[config.mk]
export PLATFORM = sky130hd
export DESIGN_NAME = kernel_attention_mul_arbiter
export DESIGN_NICKNAME = d
export VERILOG_FILES = /design/src/rtl/kernel_attention_mul_arbiter.sv
export SDC_FILE = /design/constraint.sdc
export NUM_CORES = 1
export LEC_CHECK = 0
export CORE_AREA = 5 5 75 77
export DETAILED_ROUTE_END_ITERATION = 12
export DIE_AREA = 0 0 80 82
export PLACE_DENSITY = 0.79
export SYNTH_ARGS = -nofsm -noshare
export SYNTH_HDL_FRONTEND = slang
export SYNTH_SLANG_ARGS = --single-unit
export TNS_END_PERCENT = 50
[constraint.sdc]
create_clock -name clk -period 2 [get_ports clk]
set_clock_uncertainty 0.05 [all_clocks]
set_input_delay 0.4 -clock clk [delete_from_list [all_inputs] [get_ports clk]]
set_output_delay 0.4 -clock clk [all_outputs]
set_load 0.01 [all_outputs]
[src/rtl/kernel_attention_mul_arbiter.sv]
// Round-robin front end for one shared pipelined 10x6 multiplier: picks one requester per
// enabled cycle and carries its id alongside the product through a LAT-deep tag pipeline.
module kernel_attention_mul_arbiter #(
    parameter int N_REQ = 4,
    parameter int LAT   = 3
) (
    input  logic                     clk,
    input  logic                     reset_n,
    input  logic [N_REQ-1:0]         req_valid,
    output logic [N_REQ-1:0]         req_ready,
    input  logic [N_REQ*10-1:0]      req_a,
    input  logic [N_REQ*6-1:0]       req_b,
    output logic                     mul_ce,
    output logic [9:0]               mul_din0,
    output logic [5:0]               mul_din1,
    input  logic [15:0]              mul_dout,
    output logic                     res_valid,
    input  logic                     res_ready,
    output logic [$clog2(N_REQ)-1:0] res_id,
    output logic [15:0]              res_data,
    output logic                     busy
);

    localparam int IDW = $clog2(N_REQ);
    typedef logic [IDW-1:0] id_t;

    logic [N_REQ-1:0][9:0] a_arr;
    logic [N_REQ-1:0][5:0] b_arr;

    id_t                  ptr_q, ptr_d;
    logic [LAT-1:0]       vld_q, vld_d;
    logic [LAT-1:0][IDW-1:0] id_q, id_d;

    logic gnt_vld;
    id_t  gnt_id;
    int   idx;

    assign a_arr = req_a;
    assign b_arr = req_b;

    // A stalled result freezes both the external multiplier and the tag pipeline.
    assign mul_ce    = ~(vld_q[LAT-1] & ~res_ready);
    assign res_valid = vld_q[LAT-1];
    assign res_id    = id_q[LAT-1];
    assign res_data  = mul_dout;
    assign busy      = |vld_q;

    always_comb begin
        gnt_vld = 1'b0;
        gnt_id  = '0;
        idx     = 0;
        for (int k = 0; k < N_REQ; k++) begin
            idx = int'(ptr_q) + k;
            if (idx >= N_REQ) idx = idx - N_REQ;
            if (!gnt_vld && req_valid[id_t'(idx)]) begin
                gnt_vld = 1'b1;
                gnt_id  = id_t'(idx);
            end
        end
        // No grant while stalled or held in reset, so req_ready drops immediately.
        if (!mul_ce || !reset_n) begin
            gnt_vld = 1'b0;
            gnt_id  = '0;
        end
    end

    always_comb begin
        req_ready = '0;
        mul_din0  = '0;
        mul_din1  = '0;
        if (gnt_vld) begin
            req_ready = N_REQ'(1) << gnt_id;
            mul_din0  = a_arr[gnt_id];
            mul_din1  = b_arr[gnt_id];
        end
    end

    always_comb begin
        ptr_d = ptr_q;
        vld_d = vld_q;
        id_d  = id_q;
        if (gnt_vld) begin
            ptr_d = (int'(gnt_id) == N_REQ - 1) ? '0 : gnt_id + id_t'(1);
        end
        if (mul_ce) begin
            vld_d[0] = gnt_vld;
            id_d[0]  = gnt_id;
            for (int k = 1; k < LAT; k++) begin
                vld_d[k] = vld_q[k-1];
                id_d[k]  = id_q[k-1];
            end
        end
    end

    always_ff @(posedge clk or negedge reset_n) begin
        if (!reset_n) begin
            ptr_q <= '0;
            vld_q <= '0;
            id_q  <= '0;
        end else begin
            ptr_q <= ptr_d;
            vld_q <= vld_d;
            id_q  <= id_d;
        end
    end

endmodule

==> results.cfg, run 1 <==
[synthesis]
ys_seq_area_share_pct = 22.38
syn_area_sq_mm = 0.001230
ys_warn_count = 0
yosys.area.top_type = mux2i_1
synth_area_leaders = mux2i_1 27%, dfrtp_1 22%, buf_4 11%, nand2_1 8.2%, o22ai_1 8.1%
synth_top_area_share_pct = 26.86
synth.avg_cell_area_sq_um = 8.785
ys_types = 28
synth_nets = 228
syn_inst = 140
ys_ff_latch = 11

[power]
ir_worst_vdd_v = 0.0003241
power_density_mw_per_mm2 = 806.9
design_power_total_w = 0.002021
leakagePower_nw = 1.118

[detailed_routing]
wl_per_cell_microns = 13.88
vias = 1389
drt_wl_total_microns = 4346
drc = 0
drt_first_pass_iters = 4
initialDrtViolationCount = 31
vias_per_cell = 4.438
drt.antenna.violating_nets = 0

[timing]
fmax_ghz = 0.4168
worst_pin_slew_ns = 0.2557
maxSlewViolCount = 0
finalHoldViolations = 0
rsz0062_at_grt = true
slew-limit-headroom_pct = 82.85
min_period_ns = 2.399
setup_viol = 20
min_period_over_period_pct = 120.0
setup_slack_ns = -0.3991

[critical_path]
crit_arrival_ns = 1.95
crit_fanout = 5
end_kind = primary output
path_class = input port to primary output
cp.required_ns = 1.55
crit_path_start_kind = input port

[cts]
numCtsBuffers = 3
cts_sinks = 11
clock_latency_ns = 0.24
cts_buffer_depth = 2
tritoncts = yes
path_clk_slew_ns = 0.05
root_buffer = clkbuf_8
cts_hold_buffers = 0
htree_levels = 1

[finish]
final_common_cell = clkdlybuf4s50_1
num_antenna_cells = 0
finalNonFillerCells = 313
fin_area_sq_mm = 0.002505
drive_gt1_share_pct = 37.86
final_net_count = 332
area_delta_synth_final_pct = 103.7
fin_util_pct = 50.66
final_cell_mix = 67 x clkdlybuf4s50_1, 27 x mux2i_1, 26 x nand2_1

[die]
ioPinCount = 128
row_count = 26
die_w_microns = 80
initial_utilization_pct = 24.87
fp.dieH_microns = 82
core_sq_mm = 0.004945
dieArea_sq_mm = 0.006560

[run_status]
violations = negative setup slack
run_status = complete, but fails checks

[global_routing]
antenna_found_initial = 0
grt_pass1_wl_microns = 6382
grt_usage_pct = 12.41
grt_max_degree = 17
grt-ovfl-total = 0
grt_pass1_vias = 1419

[place]
dpl.hpwl_microns = 3265
dp_cells = 295
placed_cell_area_sq_mm = 0.002268
gp_congestion = 0.7397
portBuffers = 95

[job]
maxCapViolCount = 0

[min_path]
hp-class = input port to async pin
## Yosys cell counts
cell / count
o21ai_0: 1
nor2_4: 1
mux2i_1: 33
nand2b_1: 3
nand3b_1: 1
nor3_2: 1
or3_1: 1
a221oi_1: 1
o22ai_1: 16
buf_4: 18
buf_2: 1
buf_6: 3
o2bb2ai_2: 1
nor2b_1: 1
clkbuf_8: 3
and2_1: 1
inv_4: 1
or2b_2: 1
and3_1: 1
dfrtp_1: 11
a21oi_1: 3
nand3_2: 1
nor2_1: 5
nand2_1: 27
ha_1: 1
inv_1: 1
buf_12: 1
or4_4: 1
## timing repair
item	CTS	global route
pin swaps	11	5
setup buffers	13	2
resized for setup	132	10
cloned	1	1
endpoints found under the setup margin	23	21
## flip-flops by register name (all words and copies together) (netlist names)
name    flops
ptr_q       2
res_id      2
id_q        4
vld_q       3
## layout make-up
| class | count | area [sq um] |
|---|---|---|
| Tap cell | 70 | 87.58 |
| Sequential cell | 11 | 277.8 |
| Clock buffer | 4 | 45.04 |
| Timing Repair Buffer | 125 | 1200 |
| Inverter | 2 | 17.52 |
| Fill cell | 460 | 2440 |
| Multi-Input combinational cell | 101 | 877.1 |
## power breakdown
group          internal, W  leakage (nW)  switching (W)  total, W
sequential        0.000310         0.137      0.0000701  0.000380
clock             0.000140        0.0228      0.0000794  0.000219
combinational     0.000823         0.959       0.000599   0.00142
total              0.00127          1.12       0.000748   0.00202
## worst max-delay path, stage by stage
cell     delay, ns
buf_8         0.09
or4_4         0.55
nand3_4       0.12
nor3_4        0.05
buf_4         0.14
buf_8         0.13
mux2i_4       0.18
o22ai_2       0.13
buf_2         0.14
## logic make-up after synthesis
kind of cell / share of synthesized area (%)
AND/OR/NAND/NOR: 18.11
multiplexers: 26.86
buffers and inverters: 19.94
AO/OA/AOI/OAI: 11.70
flip-flops: 22.38
adder cells (fa/ha/maj): 1.017
## stage by stage
stage	setup TNS (ns)	hold slack (ns)	worst slack, ns
final	-6.906	0.2763	-0.3991
after global routing	-8.313	0.2917	-0.4633
after detailed placement	-22.41	0.4054	-1.113
after CTS	-6.800	0.2816	-0.4123
after global placement	-21.79	0.3996	-1.067
after floorplan	-1.068	0.05441	-0.1078
## layer usage
| layer | share of wire [%] | GRT usage, % | vias up |
|---|---|---|---|
| met3 | 8.7 | 2.851 | 11 |
| li1 | - | - | 685 |
| met2 | 51 | 22.19 | 70 |
| met5 | 0 | 0 | - |
| met1 | 38 | 14.22 | 623 |
| met4 | 2.0 | 5.068 | 0 |
## final timing paths
check                      slack [ns]     endpoint  cells after the start         start
max                             -0.40  mul_din0[2]                      9  req_valid[3]
min in group clk                 0.41    res_id[1]                      2     res_id[1]
min                              0.28      id_q[3]                      2       reset_n
min reg2reg                      0.41    res_id[1]                      2     res_id[1]
max in group asynchronous        1.47     ptr_q[0]                      2       reset_n
max reg2reg                      0.27     ptr_q[1]                      9      ptr_q[1]
Note: power is estimated with default switching activity, not from simulation.
==> inputs of run 2 (changes only) <==
Settings changed: PLACE_DENSITY 0.79 to not set, PLACE_DENSITY_LB_ADDON set to 0.25, SLEW_MARGIN set to 20.
==> results.cfg, run 2 (same netlist as run 1, synthesis figures left out) <==
[timing]
min_period_over_period_pct = 127.2
slew-limit-headroom_pct = 83.46
worst_pin_slew_ns = 0.2481
maxSlewViolCount = 0
min_period_ns = 2.544
rsz0062_at_grt = true
setup_slack_ns = -0.5445
setup_viol = 20
fmax_ghz = 0.3930
finalHoldViolations = 0

[place]
portBuffers = 95
gp_congestion = 0.6781
dpl.hpwl_microns = 3845
pre_cts_slack_ns = -1.219
dp_cells = 299

[job]
maxCapViolCount = 0

[finish]
final_net_count = 339
area_delta_synth_final_pct = 114.5
final_common_cell = clkdlybuf4s50_1
finalNonFillerCells = 320
largest-register = id_q
largestRegisters = id_q x4, vld_q x3
final_cell_mix = 67 x clkdlybuf4s50_1, 25 x nand2_1, 23 x mux2i_1
largest_register_ffs = 4
num_antenna_cells = 0
fin_util_pct = 53.37
drive_gt1_share_pct = 43.60
area.sequential_sq_um = 276.5
fill_cells = 474
multiInputGateArea_sq_um = 958.4

[cts]
cts_hold_buffers = 0
clock_latency_ns = 0.24
tritoncts = yes
path_clk_slew_ns = 0.05
root_buffer = clkbuf_8
htree_levels = 1
cts_sinks = 11
cts_buffer_depth = 2
numCtsBuffers = 3

[critical_path]
max_stage_delay_ns = 0.53
r2r_cells = 10
r2r-start = ptr_q[1]
cp_cell_sequence = buf_8 > buf_6 > or4_4 > nand3_4 > nor3_4 > buf_6 > buf_12 > buf_4 > mux2i_2 > o22ai_2 > buf_2
crit_path_start_kind = input port
end_kind = primary output
crit_fanout = 7
cp.required_ns = 1.55
cp_slowest_cell = or4_4
crit_arrival_ns = 2.09
reg2reg_slack_ns = 0.10
r2r_end = ptr_q[1]
path_class = input port to primary output
cpMostUsedCell = buf_6

[die]
dieArea_sq_mm = 0.006560
core_sq_mm = 0.004945
fp.dieH_microns = 82
initial_utilization_pct = 24.87
die_w_microns = 80
row_count = 26
ioPinCount = 128

[detailed_routing]
vias = 1404
drt_first_pass_iters = 4
wl_per_cell_microns = 15.14
drt_wl_total_microns = 4844
drc = 0
drt.antenna.violating_nets = 0
initialDrtViolationCount = 37
vias_per_cell = 4.388

[global_routing]
grt_usage_pct = 13.80
antenna_found_initial = 0
grt_max_degree = 14
grt_pass1_vias = 1453
grt-ovfl-total = 0
grt_pass1_wl_microns = 7051

[power]
power_density_mw_per_mm2 = 823.4
leakagePower_nw = 1.171
ir_worst_vdd_v = 0.0002892

[run_status]
violations = negative setup slack
run_status = complete, but fails checks

[min_path]
hp-class = input port to async pin
[run 2: changes by cell type in the layout (fill, tap and decap cells not counted), moves of 2 or more]
cell | previous run | this run
o22ai_1 | 8 | 1
o22ai_2 | 8 | 15
buf_4 | 17 | 22
mux2i_1 | 27 | 23
mux2i_2 | 5 | 9
buf_6 | 6 | 9
buf_8 | 3 | 1
[run 2: worst max-delay path: cells and delay by family]
family / cells / cell delay [ns]
simple gates: 3 / 0.68
mux: 1 / 0.14
compound gates: 1 / 0.13
buf+inv: 6 / 0.74
[run 2: through the flow]
step           area, sq um  setup TNS [ns]  hold slack [ns]  total power, W
3_3_place_gp          2311          -25.12           0.3984        0.001643
4_1_cts               2492          -9.213           0.2810        0.002048
5_1_grt               2639          -10.52           0.2940        0.002336
3_5_place_dp          2311          -24.88           0.4057        0.001651
6_report              2639          -8.825           0.2772        0.002173
2_1_floorplan         1304          -1.068          0.05441        0.001115
[run 2: cell type report]
type                            count  area share, %
Timing Repair Buffer              132          47.51
Tap cell                           70          3.319
Inverter                            2         0.6638
Sequential cell                    11          10.48
Clock buffer                        4          1.707
Multi-Input combinational cell    101          36.32
[run 2: report_power, final]
group	switching (W)	leakage [nW]	internal, W
registers	0.0000697	0.138	0.000308
logic	0.000646	1.01	0.000930
clock network	0.0000793	0.0228	0.000140
[run 2: layer usage]
layer	share of wire, %	up-vias	global-route usage, %
met2	54	73	26.49
met3	12	3	5.702
li1	-	698	-
met5	0	-	0
met4	0.68	0	2.534
met1	34	630	14.06
[run 2: worst max-delay path by stage]
stage | startpoint | to | slack (ns) | cells past startpoint
after floorplan | req_valid[2] | mul_din0[0] | -0.11 | 7
after global placement | req_valid[3] | mul_din1[4] | -1.25 | 9
after detailed placement | req_valid[3] | mul_din1[5] | -1.22 | 9
after CTS | req_valid[3] | mul_din0[5] | -0.59 | 11
after global routing | req_valid[0] | mul_din0[4] | -0.60 | 10
final | req_valid[3] | mul_din0[1] | -0.54 | 11
[run 2: timing repair]
| item | in CTS | in global routing |
|---|---|---|
| buffers inserted | 12 | 4 |
| cloned | 2 | 0 |
| pin swaps | 9 | 8 |
| endpoints found under the setup margin | 24 | 21 |
| gates resized for setup | 119 | 29 |
==> inputs of run 3 (changes only) <==
Settings changed: CORE_AREA 5 5 75 77 to 5 5 72 74, DIE_AREA 0 0 80 82 to 0 0 77 79.
Clock period 2 ns to 2.7 ns, I/O delays scaled along.
==> results.cfg, run 3 (same netlist as run 1, synthesis figures left out) <==
[run_status]
run_status = finished clean

[detailed_routing]
initialDrtViolationCount = 46
wl_per_cell_microns = 15.92
vias = 1392
vias_per_cell = 4.735
drt_first_pass_iters = 4
drt.antenna.violating_nets = 0
drt_wl_total_microns = 4680
drc = 0

[place]
portBuffers = 95
gp_congestion = 0.6973
dpl.hpwl_microns = 3761
placed_cell_area_sq_mm = 0.002192
pre_cts_slack_ns = -0.7291

[die]
fp.dieH_microns = 79
initial_utilization_pct = 27.12
dieArea_sq_mm = 0.006083
ioPinCount = 128
core_sq_mm = 0.004536
row_count = 25
die_w_microns = 77

[critical_path]
cp.required_ns = 2.11
end_kind = primary output
reg2reg_slack_ns = 0.92
crit_path_start_kind = input port
crit_arrival_ns = 2.09
r2r-start = ptr_q[1]
startpoint = req_valid[1]
path_class = input port to primary output
r2r_end = ptr_q[1]
crit_fanout = 8
r2r_cells = 8
crit_end = mul_din0[7]

[cts]
tritoncts = yes
path_clk_slew_ns = 0.05
root_buffer = clkbuf_8
htree_levels = 1
numCtsBuffers = 3
clock_latency_ns = 0.24
cts_sinks = 11
cts_buffer_depth = 2

[timing]
min_period_over_period_pct = 99.28
rsz0062_at_grt = true
setup_viol = 0
finalSetupTns_ns = 0
maxSlewViolCount = 0
setup_slack_ns = 0.01932
min_period_ns = 2.681
slew-limit-headroom_pct = 82.72
fmax_ghz = 0.3730
hold_ws_ns = 0.4105
finalHoldViolations = 0
worst_pin_slew_ns = 0.2577

[global_routing]
grt_max_degree = 18
use_met1_pct = 13.93
grt_util_met3_pct = 6.463
grt_use_met2_pct = 28.10
busiest_layer = met2
grt_usage_pct = 14.56
grt_pass1_wl_microns = 7072
grt-ovfl-total = 0
grt_pass1_vias = 1432
antenna_found_initial = 0

[finish]
largestRegisters = id_q x4, vld_q x3
final_common_cell = clkdlybuf4s50_1
final_cell_mix = 69 x clkdlybuf4s50_1, 32 x mux2i_1, 26 x nand2_1
num_antenna_cells = 0
drive_gt1_share_pct = 28.33
fin_area_sq_mm = 0.002322
final_net_count = 329
area_delta_synth_final_pct = 88.81
largest_register_ffs = 4
largest-register = id_q

[min_path]
hp-class = flip-flop to flip-flop

[power]
power_density_mw_per_mm2 = 598.7
ir_worst_vdd_v = 0.0002076
leakagePower_nw = 1.070

[job]
maxCapViolCount = 0
run 3: how the worst min path moves through the flow:
| stage | startpoint | to | slack, ns | depth (start not counted) |
|---|---|---|---|---|
| 2_1_floorplan | reset_n | id_q[0] | 0.19 | 0 |
| 3_3_place_gp | id_q[2] | id_q[2] | 0.40 | 2 |
| 3_5_place_dp | id_q[2] | id_q[2] | 0.41 | 2 |
| 4_1_cts | id_q[2] | id_q[2] | 0.42 | 2 |
| 5_1_grt | id_q[1] | id_q[3] | 0.43 | 2 |
| 6_report | res_id[0] | res_id[0] | 0.41 | 2 |
run 3: stage by stage:
step | util (%) | power, W | instances
after detailed placement | 48.33 | 0.001160 | 281
after floorplan | - | 0.0007805 | 140
final | 51.20 | 0.001390 | 294
after CTS | 50.98 | 0.001398 | 290
after global placement | 48.33 | 0.001148 | 281
after global routing | 51.20 | 0.001487 | 294
run 3: final cells by class:
class | instances | area [sq um]
clock buffer | 4 | 45.04
inverter | 2 | 10.01
timing repair buffer | 122 | 1139
tap | 54 | 67.56
fill | 435 | 2213
sequential | 11 | 275.3
multi-input combinational | 101 | 785.8
run 3: what timing repair did:
| action | CTS | global route |
|---|---|---|
| endpoints found under the setup margin | 20 | 19 |
| gates cloned | 2 | 0 |
| pin swaps | 2 | 5 |
| resized for setup | 95 | 13 |
| hold buffers | 0 | 0 |
| setup buffers | 3 | 4 |
run 3: report_power, final:
| part | switching (W) | internal, W |
|---|---|---|
| logic | 0.000406 | 0.000543 |
| clock network | 0.0000620 | 0.000104 |
| registers | 0.0000486 | 0.000227 |
| total | 0.000517 | 0.000874 |
run 3: layer usage:
layer / part of all wire (%) / wire (microns)
met3: 12 / 539
met1: 33 / 1537
met2: 55 / 2572
met4: 0.66 / 31
met5: 0 / 0
run 3: critical path, cell delays in order:
cell	delay, ns
buf_6	0.09
or4_4	0.56
nand3_4	0.12
nor3_4	0.05
buf_6	0.14
buf_16	0.14
mux2i_2	0.14
o22ai_1	0.15
buf_2	0.15
